## src/rtl/cfg_write_arbiter.sv

```systemverilog
// Round-robin write arbiter that owns the five peripheral configuration registers.
// Optional saturating bad-address counter is enabled by defining CFG_ARB_ERR_CNT_EN.
module cfg_write_arbiter #(
  parameter int unsigned       ADDR_W     = 7,
  parameter logic [ADDR_W-1:0] MAX_ADDR   = ADDR_W'(4),
  parameter logic [7:0]        DUTY_RESET = 8'h00
) (
  input  logic              clk,
  input  logic              rst_n,
  input  logic              req0_valid,
  input  logic [ADDR_W-1:0] req0_addr,
  input  logic [7:0]        req0_data,
  output logic              req0_ready,
  input  logic              req1_valid,
  input  logic [ADDR_W-1:0] req1_addr,
  input  logic [7:0]        req1_data,
  output logic              req1_ready,
  output logic [7:0]        en_reg_out_7_0,
  output logic [7:0]        en_reg_out_15_8,
  output logic [7:0]        en_reg_pwm_7_0,
  output logic [7:0]        en_reg_pwm_15_8,
  output logic [7:0]        pwm_duty_cycle,
  output logic              wr_strobe,
  output logic              bad_addr
`ifdef CFG_ARB_ERR_CNT_EN
  ,
  output logic [7:0]        err_count
`endif
);

  localparam logic [1:0] ST_IDLE  = 2'd0;
  localparam logic [1:0] ST_WRITE = 2'd1;
  localparam logic [1:0] ST_GAP   = 2'd2;

  localparam logic [ADDR_W-1:0] ADDR_OUT_LO = ADDR_W'(0);
  localparam logic [ADDR_W-1:0] ADDR_OUT_HI = ADDR_W'(1);
  localparam logic [ADDR_W-1:0] ADDR_PWM_LO = ADDR_W'(2);
  localparam logic [ADDR_W-1:0] ADDR_PWM_HI = ADDR_W'(3);
  localparam logic [ADDR_W-1:0] ADDR_DUTY   = ADDR_W'(4);

  logic [1:0]        state_q, state_d;
  logic              last_grant_q;
  logic              grant_q;
  logic [ADDR_W-1:0] addr_q;
  logic [7:0]        data_q;
  logic              win1;
  logic              any_valid;
  logic              addr_ok;

  assign any_valid = req0_valid | req1_valid;
  // On a tie the port that did not win last time gets the grant.
  assign win1      = (req0_valid && req1_valid) ? ~last_grant_q : req1_valid;
  assign addr_ok   = (addr_q <= MAX_ADDR);

  always_comb begin
    state_d = state_q;
    unique case (state_q)
      ST_IDLE:  if (any_valid) state_d = ST_WRITE;
      ST_WRITE: state_d = ST_GAP;
      ST_GAP:   state_d = ST_IDLE;
      default:  state_d = ST_IDLE;
    endcase
  end

  always_ff @(posedge clk or negedge rst_n) begin
    if (!rst_n) begin
      state_q         <= ST_IDLE;
      last_grant_q    <= 1'b1;
      grant_q         <= 1'b0;
      addr_q          <= '0;
      data_q          <= '0;
      req0_ready      <= 1'b0;
      req1_ready      <= 1'b0;
      wr_strobe       <= 1'b0;
      bad_addr        <= 1'b0;
      en_reg_out_7_0  <= 8'h00;
      en_reg_out_15_8 <= 8'h00;
      en_reg_pwm_7_0  <= 8'h00;
      en_reg_pwm_15_8 <= 8'h00;
      pwm_duty_cycle  <= DUTY_RESET;
    end else begin
      state_q    <= state_d;
      req0_ready <= 1'b0;
      req1_ready <= 1'b0;
      wr_strobe  <= 1'b0;
      bad_addr   <= 1'b0;
      case (state_q)
        ST_IDLE: begin
          if (any_valid) begin
            grant_q    <= win1;
            addr_q     <= win1 ? req1_addr : req0_addr;
            data_q     <= win1 ? req1_data : req0_data;
            req0_ready <= ~win1;
            req1_ready <= win1;
          end
        end
        ST_WRITE: begin
          last_grant_q <= grant_q;
          if (addr_ok) begin
            wr_strobe <= 1'b1;
            // Valid addresses with no backing register (MAX_ADDR > 4) are accepted silently.
            case (addr_q)
              ADDR_OUT_LO: en_reg_out_7_0  <= data_q;
              ADDR_OUT_HI: en_reg_out_15_8 <= data_q;
              ADDR_PWM_LO: en_reg_pwm_7_0  <= data_q;
              ADDR_PWM_HI: en_reg_pwm_15_8 <= data_q;
              ADDR_DUTY:   pwm_duty_cycle  <= data_q;
              default: ;
            endcase
          end else begin
            bad_addr <= 1'b1;
          end
        end
        default: ;
      endcase
    end
  end

`ifdef CFG_ARB_ERR_CNT_EN
  always_ff @(posedge clk or negedge rst_n) begin
    if (!rst_n) begin
      err_count <= 8'h00;
    end else if (state_q == ST_WRITE && !addr_ok && err_count != 8'hFF) begin
      err_count <= err_count + 8'h01;
    end
  end
`endif

endmodule

```

## config.mk

```make
export PLATFORM = sky130hd
export DESIGN_NAME = cfg_write_arbiter
export DESIGN_NICKNAME = d
export VERILOG_FILES = /design/src/rtl/cfg_write_arbiter.sv
export SDC_FILE = /design/constraint.sdc
export NUM_CORES = 1
export LEC_CHECK = 0
export CORE_MARGIN = 8
export CORE_UTILIZATION = 25
export DETAILED_ROUTE_END_ITERATION = 6
export GPL_ROUTABILITY_DRIVEN = 0
export PLACE_DENSITY = 0.54
export SLEW_MARGIN = 0
export SYNTH_ARGS = -nofsm -noshare
export SYNTH_HDL_FRONTEND = slang
export SYNTH_SLANG_ARGS = --single-unit
export TNS_END_PERCENT = 100
```

## constraint.sdc

```tcl
create_clock -name clk -period 1.8 [get_ports clk]
set_input_delay 0.18 -clock clk [delete_from_list [all_inputs] [get_ports clk]]
set_output_delay 0.18 -clock clk [all_outputs]
set_load 0.005 [all_outputs]
```

==> impl_summary.txt <==
----------------------------------------------------
[Outcome]
  Result of the run ... complete, no violations

[Placement]
  Port buffer count ... 77
  Dpl ws ... 0.00474 ns
  HPWL Detailed ... 4.71 mm

[Final layout]
  Antenna diode instance count ... 0
  Fillers ... 1027
  Final Core Density ... 37.4%
  # nets final ... 295
  Ratio of cells with drive above 1 in the final layout ... 38.6%
  Post-synthesis to final-layout area growth ... 47.7%

[Pwr]
  Power per cell area ... 1280 mW/mm2
  Share of total power in combinational logic ... 31.9%
  Net Switching ... 1.43 mW
  Flop pwr share ... 46.2%
  Internal power ... 3.45 mW
  Total power ... 4.88 mW
  Leak ... 1.72 nW
  VDD IR-drop max ... 441 uV
  Clock Power Share ... 21.9%
  Sw frac ... 29.2%

[STA]
  Final cycle utilization of the critical path ... 88.6%
  Final setup fails ... 0
  Fin worst setup slack ... 0.205 ns
  Final hold slack ... 0.404 ns
  Worst rel slew slack ... 72.5%
  Fin. Hold Viols ... 0
  Total Negative Setup Slacks ... 0 ns
  Number of pins with negative max-slew slack in the final report ... 0
  Final period demand of the worst path ... 1.59 ns
  Slew of the pin with the lowest slew margin ... 0.413 ns
  Final setup skew ... 0.0105 ns
  RSZ-0062 raised after global routing ... no
  Highest clock frequency the design can meet ... 627 MHz

[GRT]
  Pin count of the biggest net entering global routing ... 34
  Combined global-route utilization of all metal layers ... 9.64%
  Met3 Track Usage GR ... 4.51%
  GRT met1 Usage ... 10.8%
  First-pass GRT wire length ... 10.3 mm
  Remaining Overflow, GRT ... 0
  Global route hottest layer ... met2
  Initial antenna violation count ... 0
  Routing usage on met2 ... 16.1%
  Number of global-route vias before repair ... 1900

[Logic synthesis]
  Distinct cells, synth ... 21
  Average instance area after synthesis ... 15.9 um2
  Flops & latches, synth ... 63
  Synthesized net count ... 196
  Synth warn ... 0
  Seq/Total Area, Yosys ... 61.2%
  Cell area after synthesis ... 0.00258 mm2
  Cells after synthesis ... 162

[Critical path]
  Startpoint type of the worst setup path ... flip-flop
  Critical Path Sink Type ... flip-flop
  Crit path max-delay cell type ... sky130_fd_sc_hd__dfrtp_1
  Number of buffer and inverter instances along the worst setup path ... 2
  Largest stage delay, worst path ... 0.41 ns
  Dominant delay contributor by cell family on the critical path ... simple AND/OR/NAND/NOR gates
  Arr. time, crit path ... 1.81 ns
  Most used cell, CP ... sky130_fd_sc_hd__buf_4
  Worst Path Class, Setup ... reg2reg
  Required time of the worst setup path ... 2.01 ns
  Crit Path Max Fanout ... 7
  Cell-by-cell trace of the critical path ... nor4_4, buf_4, nand4_2, buf_4, mux2_2

[Detailed routing]
  Average wire length per cell after detail routing ... 15.7 um
  Final ANT Viol Nets ... 0
  Number of remaining DRC errors ... 0
  Total routed wirelength ... 6.28 mm
  Detailed Route Iter0 Violations ... 37
  Router iterations before antenna repair ... 3
  Via-to-Cell Ratio ... 4.23
  Number of vias in the routed layout ... 1691

[Floorplan]
  Number of placed I/O pins ... 78
  Core Box Area ... 0.0102 mm2
  Row count ... 37
  Total die area ... 0.0138 mm2
  Initial core utilization ... 25.3%
  Vertical die dimension ... 118 um
  DIE WIDTH ... 118 um

[CTS]
  Clock transition time at the flip-flop clock pins of the worst setup and hold paths ... 0.07 ns
  Clock net sink count ... 63
  CTS tree ... done
  H-tree depth ... 3
  Skew-Pair Late Insertion Delay ... 0.33 ns
  CTS resizes ... 0
  Inserted Clock Buffers ... 9
  Bufs on Longest Clock Path ... 2
  CTS Root Cell ... sky130_fd_sc_hd__clkbuf_8

[Worst hold path]
  Min-delay worst type ... in2async

[Job]
  Total of max-cap violations ... 0

----------------------------------------------------
==> placed cells by master, fill, tap and decap left out <==
| cell | n |
|---|---|
| sky130_fd_sc_hd__and2_1 | 1 |
| sky130_fd_sc_hd__o21ai_0 | 1 |
| sky130_fd_sc_hd__nor4bb_1 | 4 |
| sky130_fd_sc_hd__dlygate4sd3_1 | 1 |
| sky130_fd_sc_hd__clkbuf_8 | 11 |
| sky130_fd_sc_hd__nor4_4 | 1 |
| sky130_fd_sc_hd__nand4_2 | 5 |
| sky130_fd_sc_hd__a21boi_2 | 1 |
| sky130_fd_sc_hd__nor2b_1 | 3 |
| sky130_fd_sc_hd__clkinv_2 | 1 |
| sky130_fd_sc_hd__clkdlybuf4s50_1 | 76 |
| sky130_fd_sc_hd__clkinvlp_4 | 2 |
| sky130_fd_sc_hd__and2b_2 | 1 |
| sky130_fd_sc_hd__buf_4 | 12 |
| sky130_fd_sc_hd__mux2_2 | 63 |
| sky130_fd_sc_hd__a21o_1 | 1 |
| sky130_fd_sc_hd__a221o_1 | 4 |
| sky130_fd_sc_hd__dfstp_2 | 1 |
| sky130_fd_sc_hd__buf_2 | 1 |
| sky130_fd_sc_hd__and3_2 | 1 |
| sky130_fd_sc_hd__o21ai_1 | 1 |
| sky130_fd_sc_hd__buf_12 | 2 |
| sky130_fd_sc_hd__inv_1 | 1 |
| sky130_fd_sc_hd__a21boi_0 | 1 |
| sky130_fd_sc_hd__and2_0 | 1 |
| sky130_fd_sc_hd__nor2_1 | 5 |
| sky130_fd_sc_hd__dfrtp_1 | 62 |
==> flip-flops by register name (all words and copies together) (netlist names), 2 cells and up <==
name	cells
addr_q	7
data_q	8
en_reg_out_15_8	8
en_reg_out_7_0	8
en_reg_pwm_15_8	8
en_reg_pwm_7_0	8
pwm_duty_cycle	8
state_q	2
==> kinds of logic after synthesis <==
logic type | synth area share (%)
mux | 27.5
buf+inv | 0.874
compound gates | 2.96
flops | 61.2
simple gates | 7.38
==> worst register-to-register path: stages, from the launching register on <==
cell                      delay [ns]
sky130_fd_sc_hd__dfrtp_1        0.41
sky130_fd_sc_hd__nor4_4         0.27
sky130_fd_sc_hd__buf_4          0.20
sky130_fd_sc_hd__nand4_2        0.14
sky130_fd_sc_hd__buf_4          0.20
sky130_fd_sc_hd__mux2_2         0.27
==> layout make-up <==
| type | instances | area, um2 | area share [%] |
|---|---|---|---|
| clock buffer | 11 | 151 | 3.98 |
| clock inverter | 3 | 20.0 | 0.526 |
| inverter | 1 | 3.75 | 0.0987 |
| multi-input combinational | 94 | 976 | 25.6 |
| sequential | 63 | 1580 | 41.5 |
| tap | 136 | 170 | 4.47 |
| timing repair buffer | 92 | 906 | 23.8 |
==> power groups by stage <==
stage	clock network, mW	logic, mW	registers [mW]
final	1.07	1.56	2.25
after CTS	1.13	1.58	2.28
after detailed placement	0	1.58	2.30
after floorplan	0	0.788	2.19
after global routing	1.20	1.71	2.33
after global placement	0	1.55	2.30
==> routing by layer <==
layer,share of wire [%],wire (um)
met4,0.99,62
met3,5.8,362
met1,42,2640
met5,0,0
met2,51,3210
==> synth_stat cells <==
cell type | instances | share of area (%)
sky130_fd_sc_hd__a21boi_0 | 1 | 0.29
sky130_fd_sc_hd__a21boi_2 | 1 | 0.44
sky130_fd_sc_hd__a21o_1 | 1 | 0.29
sky130_fd_sc_hd__a221o_1 | 4 | 1.6
sky130_fd_sc_hd__and2_0 | 1 | 0.24
sky130_fd_sc_hd__and2_1 | 1 | 0.24
sky130_fd_sc_hd__and2b_2 | 1 | 0.34
sky130_fd_sc_hd__and3_2 | 1 | 0.29
sky130_fd_sc_hd__buf_2 | 3 | 0.58
sky130_fd_sc_hd__clkbuf_1 | 1 | 0.15
sky130_fd_sc_hd__dfrtp_1 | 62 | 60
sky130_fd_sc_hd__dfstp_2 | 1 | 1.0
sky130_fd_sc_hd__inv_1 | 1 | 0.15
sky130_fd_sc_hd__mux2_2 | 63 | 28
sky130_fd_sc_hd__nand4_2 | 5 | 2.4
sky130_fd_sc_hd__nor2_1 | 5 | 0.73
sky130_fd_sc_hd__nor2b_1 | 3 | 0.73
sky130_fd_sc_hd__nor4_4 | 1 | 0.83
sky130_fd_sc_hd__nor4bb_1 | 4 | 1.6
sky130_fd_sc_hd__o21ai_0 | 1 | 0.19
sky130_fd_sc_hd__o21ai_1 | 1 | 0.19
==> through the flow <==
step           instance area, um2  instances
2_1_floorplan                2580        162
3_3_place_gp                 3620        384
3_5_place_dp                 3620        384
4_1_cts                      3800        399
5_1_grt                      3800        400
6_report                     3800        400
==> repair_timing <==
action                                  4_1_cts  5_1_grt
endpoints found under the setup margin        2        8
pin swaps                                     1        1
setup buffers                                 0        1
hold buffers                                  1        0
endpoints found under the hold margin        62        0
==> path summary, 6_finish.rpt <==
path	cells past startpoint	slack, ns	to	start
max in group asynchronous	3	1.07	en_reg_out_7_0[4]$_DFFE_PN0P_	rst_n
min in group clk	2	0.47	data_q[0]$_DFFE_PN0P_	req1_data[0]
setup / recovery	5	0.21	en_reg_out_7_0[3]$_DFFE_PN0P_	addr_q[5]$_DFFE_PN0P_
hold reg to reg	1	0.48	grant_q$_DFFE_PN0P_	grant_q$_DFFE_PN0P_
setup reg to reg	5	0.21	en_reg_out_7_0[3]$_DFFE_PN0P_	addr_q[5]$_DFFE_PN0P_
hold / removal	3	0.40	data_q[3]$_DFFE_PN0P_	rst_n
(Power assumes the default switching activity.)
